`config.mk`:
```
export PLATFORM = sky130hd
export DESIGN_NAME = mbist_err_capture
export DESIGN_NICKNAME = d
export VERILOG_FILES = /design/src/rtl/mbist_err_capture.sv
export SDC_FILE = /design/constraint.sdc
export NUM_CORES = 1
export LEC_CHECK = 0
export CELL_PAD_IN_SITES_DETAIL_PLACEMENT = 0
export CELL_PAD_IN_SITES_GLOBAL_PLACEMENT = 1
export CORE_MARGIN = 4
export CORE_UTILIZATION = 41
export DETAILED_ROUTE_END_ITERATION = 10
export PLACE_DENSITY = 0.91
export SYNTH_ARGS = -nofsm -noshare
export SYNTH_HDL_FRONTEND = slang
export SYNTH_SLANG_ARGS = --single-unit
```
`constraint.sdc`:
```
create_clock -name clk -period 2.74 [get_ports clk]
set_input_delay 0.548 -clock clk [delete_from_list [all_inputs] [get_ports clk]]
set_output_delay 0.548 -clock clk [all_outputs]
set_load 0.05 [all_outputs]
```
`src/rtl/mbist_err_capture.sv`:
```
// MBIST error capture: two-stage read compare with a small table of unique failing
// addresses, one Error pulse per new address, and overflow detection past BIST_ERR_LIMIT.
module mbist_err_capture #(
  parameter int          BIST_ADDR_WD   = 9,
  parameter int          BIST_DATA_WD   = 32,
  parameter int unsigned BIST_ERR_LIMIT = 4
) (
  input  logic                    clk,
  input  logic                    rst_n,
  input  logic                    bist_start,
  input  logic                    bist_done,
  input  logic                    rd_valid,
  input  logic [BIST_ADDR_WD-1:0] rd_addr,
  input  logic [BIST_DATA_WD-1:0] exp_data,
  input  logic [BIST_DATA_WD-1:0] mem_rdata,
  output logic                    Error,
  output logic [BIST_ADDR_WD-1:0] ErrorAddr,
  output logic [3:0]              err_cnt,
  output logic                    bist_fail,
  output logic                    bist_busy
);

  localparam logic [1:0] ST_IDLE = 2'd0;
  localparam logic [1:0] ST_RUN  = 2'd1;
  localparam logic [1:0] ST_FAIL = 2'd2;

  localparam logic [3:0] LIMIT = 4'(BIST_ERR_LIMIT);

  logic [1:0]              state;
  logic                    s1_valid;
  logic [BIST_ADDR_WD-1:0] s1_addr;
  logic [BIST_DATA_WD-1:0] s1_exp;
  logic [BIST_ADDR_WD-1:0] tbl [BIST_ERR_LIMIT];
  logic [3:0]              cnt;

  logic capture;
  logic hit;
  logic candidate;
  logic fresh;
  logic log_err;
  logic overflow;

  // Reads are only accepted while running; the start cycle drops them.
  assign capture = rd_valid && (state == ST_RUN) && !bist_start;

  always_comb begin
    hit = 1'b0;
    for (int unsigned i = 0; i < BIST_ERR_LIMIT; i++) begin
      if ((4'(i) < cnt) && (tbl[i] == s1_addr)) hit = 1'b1;
    end
  end

  // Entries still draining after bist_done are compared in IDLE; FAIL ignores them.
  assign candidate = s1_valid && (state != ST_FAIL) && (mem_rdata != s1_exp);
  assign fresh     = candidate && !hit && !bist_start;
  assign log_err   = fresh && (cnt < LIMIT);
  assign overflow  = fresh && (cnt >= LIMIT);

  always_ff @(posedge clk or negedge rst_n) begin
    if (!rst_n) begin
      state <= ST_IDLE;
    end else if (bist_start) begin
      state <= ST_RUN;
    end else if (state == ST_RUN) begin
      if (overflow)       state <= ST_FAIL;
      else if (bist_done) state <= ST_IDLE;
    end
  end

  always_ff @(posedge clk or negedge rst_n) begin
    if (!rst_n) begin
      s1_valid <= 1'b0;
      s1_addr  <= '0;
      s1_exp   <= '0;
    end else begin
      s1_valid <= capture;
      if (capture) begin
        s1_addr <= rd_addr;
        s1_exp  <= exp_data;
      end
    end
  end

  always_ff @(posedge clk or negedge rst_n) begin
    if (!rst_n) begin
      Error     <= 1'b0;
      ErrorAddr <= '0;
      cnt       <= '0;
      bist_fail <= 1'b0;
    end else if (bist_start) begin
      Error     <= 1'b0;
      cnt       <= '0;
      bist_fail <= 1'b0;
    end else begin
      Error <= log_err;
      if (log_err) begin
        ErrorAddr <= s1_addr;
        cnt       <= cnt + 4'd1;
      end
      if (overflow) bist_fail <= 1'b1;
    end
  end

  // Table slot written is the current count, so the next compare already sees it.
  always_ff @(posedge clk or negedge rst_n) begin
    if (!rst_n) begin
      for (int unsigned i = 0; i < BIST_ERR_LIMIT; i++) tbl[i] <= '0;
    end else if (bist_start) begin
      for (int unsigned i = 0; i < BIST_ERR_LIMIT; i++) tbl[i] <= '0;
    end else begin
      for (int unsigned i = 0; i < BIST_ERR_LIMIT; i++) begin
        if (log_err && (4'(i) == cnt)) tbl[i] <= s1_addr;
      end
    end
  end

  assign err_cnt   = cnt;
  assign bist_busy = (state == ST_RUN);

endmodule
```
== Yosys cells after proc, flatten, opt, wreduce, memory -nomap -nowiden ==
Index checks and enable logic that the tools add are counted.

* Mux-type cells: 18
* Equal/unequal tests: 10
* Bitwise operators: 1
* Reductions and logical operators: 29
* Order comparisons: 6
* Add/subtract/negate cells: 1

{| class="wikitable"
|+ Operator list
! kind !! count
|-
| $eq A9 B9 Y1 || 4
|-
| $mux W36 || 1
|-
| $mux W9 || 4
|-
| $ne A32 B32 Y1 || 1
|-
| $logic_and A1 B1 Y1 || 16
|-
| $reduce_bool A2 Y1 || 7
|-
| $eq A2 B4 Y1 const A || 2
|-
| $lt A1 B4 Y1 const A || 2
|-
| $lt A2 B4 Y1 const A || 2
|-
| $mux W2 || 4
|-
| $mux W4 || 2
|-
| $mux W1 || 7
|-
| $add A4 B1 Y4 const B || 1
|-
| $eq A1 B4 Y1 const A || 1
|-
| $ge A4 B3 Y1 const B || 1
|-
| $logic_not A4 Y1 || 1
|-
| $lt A4 B3 Y1 const B || 1
|-
| $reduce_and A2 Y1 || 2
|-
| $reduce_bool A3 Y1 || 1
|-
| $eq A2 B1 Y1 const B || 1
|-
| $logic_not A1 Y1 || 2
|-
| $ne A2 B2 Y1 const B || 1
|-
| $not A1 Y1 || 1
|}

* Bits of input ports: 78
* Word-level logic and storage cells: 77
* Output and inout bits: 16
* Register bits: 95

== Longest topological paths before layout ==
* Depth in word-level cells: 13
* Depth in mapped cells: 8
* Depth with buffers taken out: 7

== Worst setup path after synthesis ==
OpenSTA, ideal clock, no wires.

* Path kind: flip-flop to flip-flop
* Start point: reg state[1]
* End point: reg s1_addr[0]
* Clock period less this slack: 2.425 ns
* Setup time: 0.125 ns
* Setup slack: 0.315 ns
* Cell stages (with the launch flop): 6
* Required time: 2.615 ns
* Path buffers: 2
* Arrival time: 2.300 ns
* Cell sequence: dfrtp_1 nor2b_1 and3b_1 clkbuf_1 clkbuf_1 mux2_2

* Cells in the longest elaborated chain, start to end: 3

{| class="wikitable"
|+ Ends and longest elaborated chain
! item !! line !! RTL
|-
| start, declared || 29 || <nowiki>logic [1:0] state;</nowiki>
|-
| start signal, assigned || 61 || <nowiki>state <= ST_IDLE;</nowiki>
|-
| start signal, assigned || 63 || <nowiki>state <= ST_RUN;</nowiki>
|-
| start signal, assigned || 65 || <nowiki>if (overflow) state <= ST_FAIL;</nowiki>
|-
| $eq A2 B1 Y1 || -- ||
|-
| net bist_busy || 20 || <nowiki>output logic bist_busy</nowiki>
|-
| $logic_and A1 B1 Y1 (2 in series) || 44 || <nowiki>assign capture = rd_valid && (state == ST_RUN) && !bist_start;</nowiki>
|-
| end signal, assigned || 78 || <nowiki>s1_addr <= rd_addr;</nowiki>
|-
| end, declared || 31 || <nowiki>logic [BIST_ADDR_WD-1:0] s1_addr;</nowiki>
|}

The timed path passes the listed nets, and every way through them passes these cells.
A chain may end at the register's enable or synchronous reset.

== Worst setup path in the final report ==
* Start point: reg state[1]
* End point: out bist_busy

* Cells in the longest elaborated chain, start to end: 1

{| class="wikitable"
|+ Ends and longest elaborated chain
! item !! line !! RTL
|-
| $eq A2 B1 Y1 || 118 || <nowiki>assign bist_busy = (state == ST_RUN);</nowiki>
|-
| end, declared || 20 ||
|}

No other way between the ends.

==> summary.txt <==
Run status
  • Outcome: complete, no violations

Final layout
  • Layout cells sized above 1: 0.170
  • Layout area overhead: 30.1%
  • Diodes inserted: 0
  • Area of the multi-input gates: between 2000 and 2500 um2
  • Final net count: approximately 570
  • Layout fillers: slightly below 1000
  • Register area: approximately 2400 um2

Synthesis
  • YS warnings: 0
  • Register area share after synthesis: 0.500
  • Top_reg_cell synth: dfrtp_1
  • Ranking of synthesized cells by area: dfrtp_1 (50%), mux2_2 (10%), xor2_1 (8.7%)
  • Mapped cell area: roughly 4800 um2
  • Cell count after synthesis: roughly 400
  • Largest area contributor in the synthesized netlist: dfrtp_1
  • Synth Register Bits: 95
  • Mapped Nets: roughly 480
  • Unique masters post-synth: 40
  • Yosys top cell area share: 0.500
  • Avg Inst Size Synth: roughly 12 um2
  • EDFF count, synth: 0
  • Asr flop ratio synth: 1.00

Placement
  • DP Worst Slack: -0.235 ns
  • Post-DP HPWL: between 8 and 9 mm
  • Routability cong.: approximately 0.80
  • Port bufs: 93

Timing
  • Number of setup violations in the final report: 0
  • Worst clock skew: 0.00676 ns
  • RSZ-0062 raised after global routing: false
  • Hold Fails Final Rpt: 0
  • Fmax: ~410 MHz
  • Final period util: 0.884
  • Fin. max-slew vios: 0
  • Hold slack final: about 0.16 ns
  • Least-Margin Pin Slew: around 0.7 ns
  • Final WS setup: 0.317 ns
  • Slew headroom: 0.545
  • Final Critical Period: roughly 2.4 ns

Critical path
  • FF-to-FF path depth: 7
  • Worst Path Max Fanout: 4
  • Worst path required time: 2.19 ns
  • Internal reg-to-reg setup slack: 0.35 ns
  • Kind of critical path: register to output port
  • Worst R2R End: state[0]$_DFFE_PN0P_
  • Critical path origin: state[1]$_DFFE_PN0P_
  • CP Launch Type: register
  • Worst flop-to-flop path startpoint: s1_addr[5]$_DFFE_PN0P_
  • WP data arrival: 1.88 ns
  • Crit end category: output port

Die
  • Num ports: 94
  • Initial Util: 0.418
  • Core area: about 11000 um2
  • Site Rows: 39
  • Die ar.: between 10000 and 15000 um2
  • Die X: 116 um
  • Die H: between 100 and 150 um

Clocking
  • Cts hold-fix bufs: 0
  • Post-CTS Setup Repair Bufs: 0
  • Clock transition at path regs: about 0.060 ns
  • # H-tree levels: 3
  • CTS tree: built
  • Clock Tree Root: clkbuf_16
  • Clock latency on the worst-skew pair: 0.34 ns
  • CTS sink count: 95
  • CTS Buf Count: 9
  • Clock Path Buffers: 2

Detailed routing
  • Final WL: between 10 and 15 mm
  • Wirelength per Cell: approximately 17 um
  • Avg Vias per Cell: between 5 and 6
  • 1st-pass router iterations: 4
  • DRC: 0
  • Vias: 3258
  • 1st-iter DRT viols: ~140
  • Final ANT Viol Nets: 0

Global routing
  • Met3 Use GR: 0.0444
  • Total GRT Usage: 0.172
  • Final global-route overflow total: 0
  • Pin count of the biggest net entering global routing: 55
  • First-pass GRT wire length: about 18 mm
  • Number of global-route vias before repair: ~3600
  • Global Route met2 Usage: 0.292
  • Antenna violations before repair: 0
  • Most Crowded Layer GR: met2
  • Met1 usage: 0.215

Flow run
  • Max_cap viols: 0

Pwr
  • VDD IR max: about 520 uV
  • PwrDens: ~630 nW/um2
  • P_leak: between 2 and 3 nW

Hold path
  • Worst hold path class: input pin to async pin
Yosys cell counts (7+ instances only):
library cell	instances
dfrtp_1	95
xor2_1	47
mux2_2	43
nand2b_1	39
mux2i_1	28
xnor2_1	19
clkbuf_1	12
nor4_1	12
o21ai_0	11
nand3_1	10
a21oi_1	9
mux2_1	8
buf_4	7
nand4_1	7
state kept, by name (all words and copies together) (netlist names):
| signal | count |
|---|---|
| bist_fail | 1 |
| s1_addr | 9 |
| state | 2 |
| s1_valid | 1 |
| s1_exp | 32 |
| ErrorAddr | 9 |
| err_cnt | 4 |
| Error | 1 |
| tbl | 36 |
kinds of logic (layout without fill, tap and decap cells):
kind of cell             count (synthesis)  in the layout  synth area share
AND/OR/NAND/NOR                         90             90             0.112
XOR/XNOR                                68             68             0.128
flip-flops                              95             95             0.500
multiplexers                            79             79             0.180
AO/OA/AOI/OAI                           29             29            0.0384
adder cells (fa/ha/maj)                  3              3           0.00790
buffers and inverters                   31            129            0.0332
area by class of cell:
type	count	share of cell area
Clock buffer	14	0.0459
Clock inverter	2	0.00202
Inverter	4	0.00243
Multi-Input combinational cell	269	0.361
Sequential cell	95	0.384
Tap cell	143	0.0289
Timing Repair Buffer	109	0.176
cells in the final DEF, fill, tap and decap left out, types with 2 or more instances in the layout:
cell	netlist	routed
dfrtp_1	95	95
clkdlybuf4s50_1	0	92
xor2_1	47	47
mux2_2	43	43
nand2b_1	39	39
mux2i_1	28	28
xnor2_1	19	19
buf_4	7	14
nor4_1	12	11
o21ai_0	11	11
nand3_1	10	10
a21oi_1	9	9
clkbuf_16	0	9
mux2_1	8	8
nand4_1	7	7
inv_1	4	4
clkbuf_8	0	4
nor2b_1	3	3
nor2_1	4	3
and2_1	3	3
nor3_1	3	3
nand2_1	3	3
ha_1	3	3
buf_12	0	3
nor2_2	1	2
xor2_2	2	2
worst max-delay path: stages, from the launching register on:
cell             delay [ns]
dfrtp_1                0.41
nor2b_1                0.24
clkdlybuf4s50_1        0.88
report_power, final:
| group | switching (W) | internal (W) |
|---|---|---|
| clock | 0.000511 | 0.000714 |
| sequential | 0.000176 | 0.00158 |
| combinational | 0.000453 | 0.000462 |
routing by layer:
metal  part of all wire  vias to the layer above  wire length (um)
met2               0.51                       81              5490
met5                  0                        -                 0
met3              0.055                       16               594
met1               0.42                     1629              4490
met4              0.020                        0               221
li1                   -                     1532                 -
stage by stage:
| step | std cells | utilization | cell area [um2] | total power, W | setup TNS, ns |
|---|---|---|---|---|---|
| finish | 636 | 0.544 | 6180 | 0.00389 | 0 |
| global route | 636 | 0.544 | 6180 | 0.00408 | 0 |
| CTS | 636 | 0.544 | 6180 | 0.00394 | 0 |
| detailed placement | 620 | 0.518 | 5880 | 0.00270 | -2.40 |
| global placement | 620 | 0.518 | 5880 | 0.00268 | -1.35 |
| floorplan | 395 | - | 4750 | 0.00234 | 0 |
how the worst max path moves through the flow:
stage | to | slack [ns] | depth (start not counted)
floorplan | s1_addr[0]$_DFFE_PN0P_ | 0.31 | 5
global placement | err_cnt[1]$_DFFE_PN0P_ | -0.16 | 7
detailed placement | err_cnt[1]$_DFFE_PN0P_ | -0.23 | 7
CTS | err_cnt[1]$_DFFE_PN0P_ | 0.06 | 6
global route | ErrorAddr[8]$_DFFE_PN0P_ | 0.20 | 6
finish | bist_busy | 0.32 | 2
timing repair:
item,CTS,global route
gates resized for setup,0,1
endpoints found under the hold margin,0,0
endpoints found under the setup margin,0,10
Power figures use the tool's default switching activity.
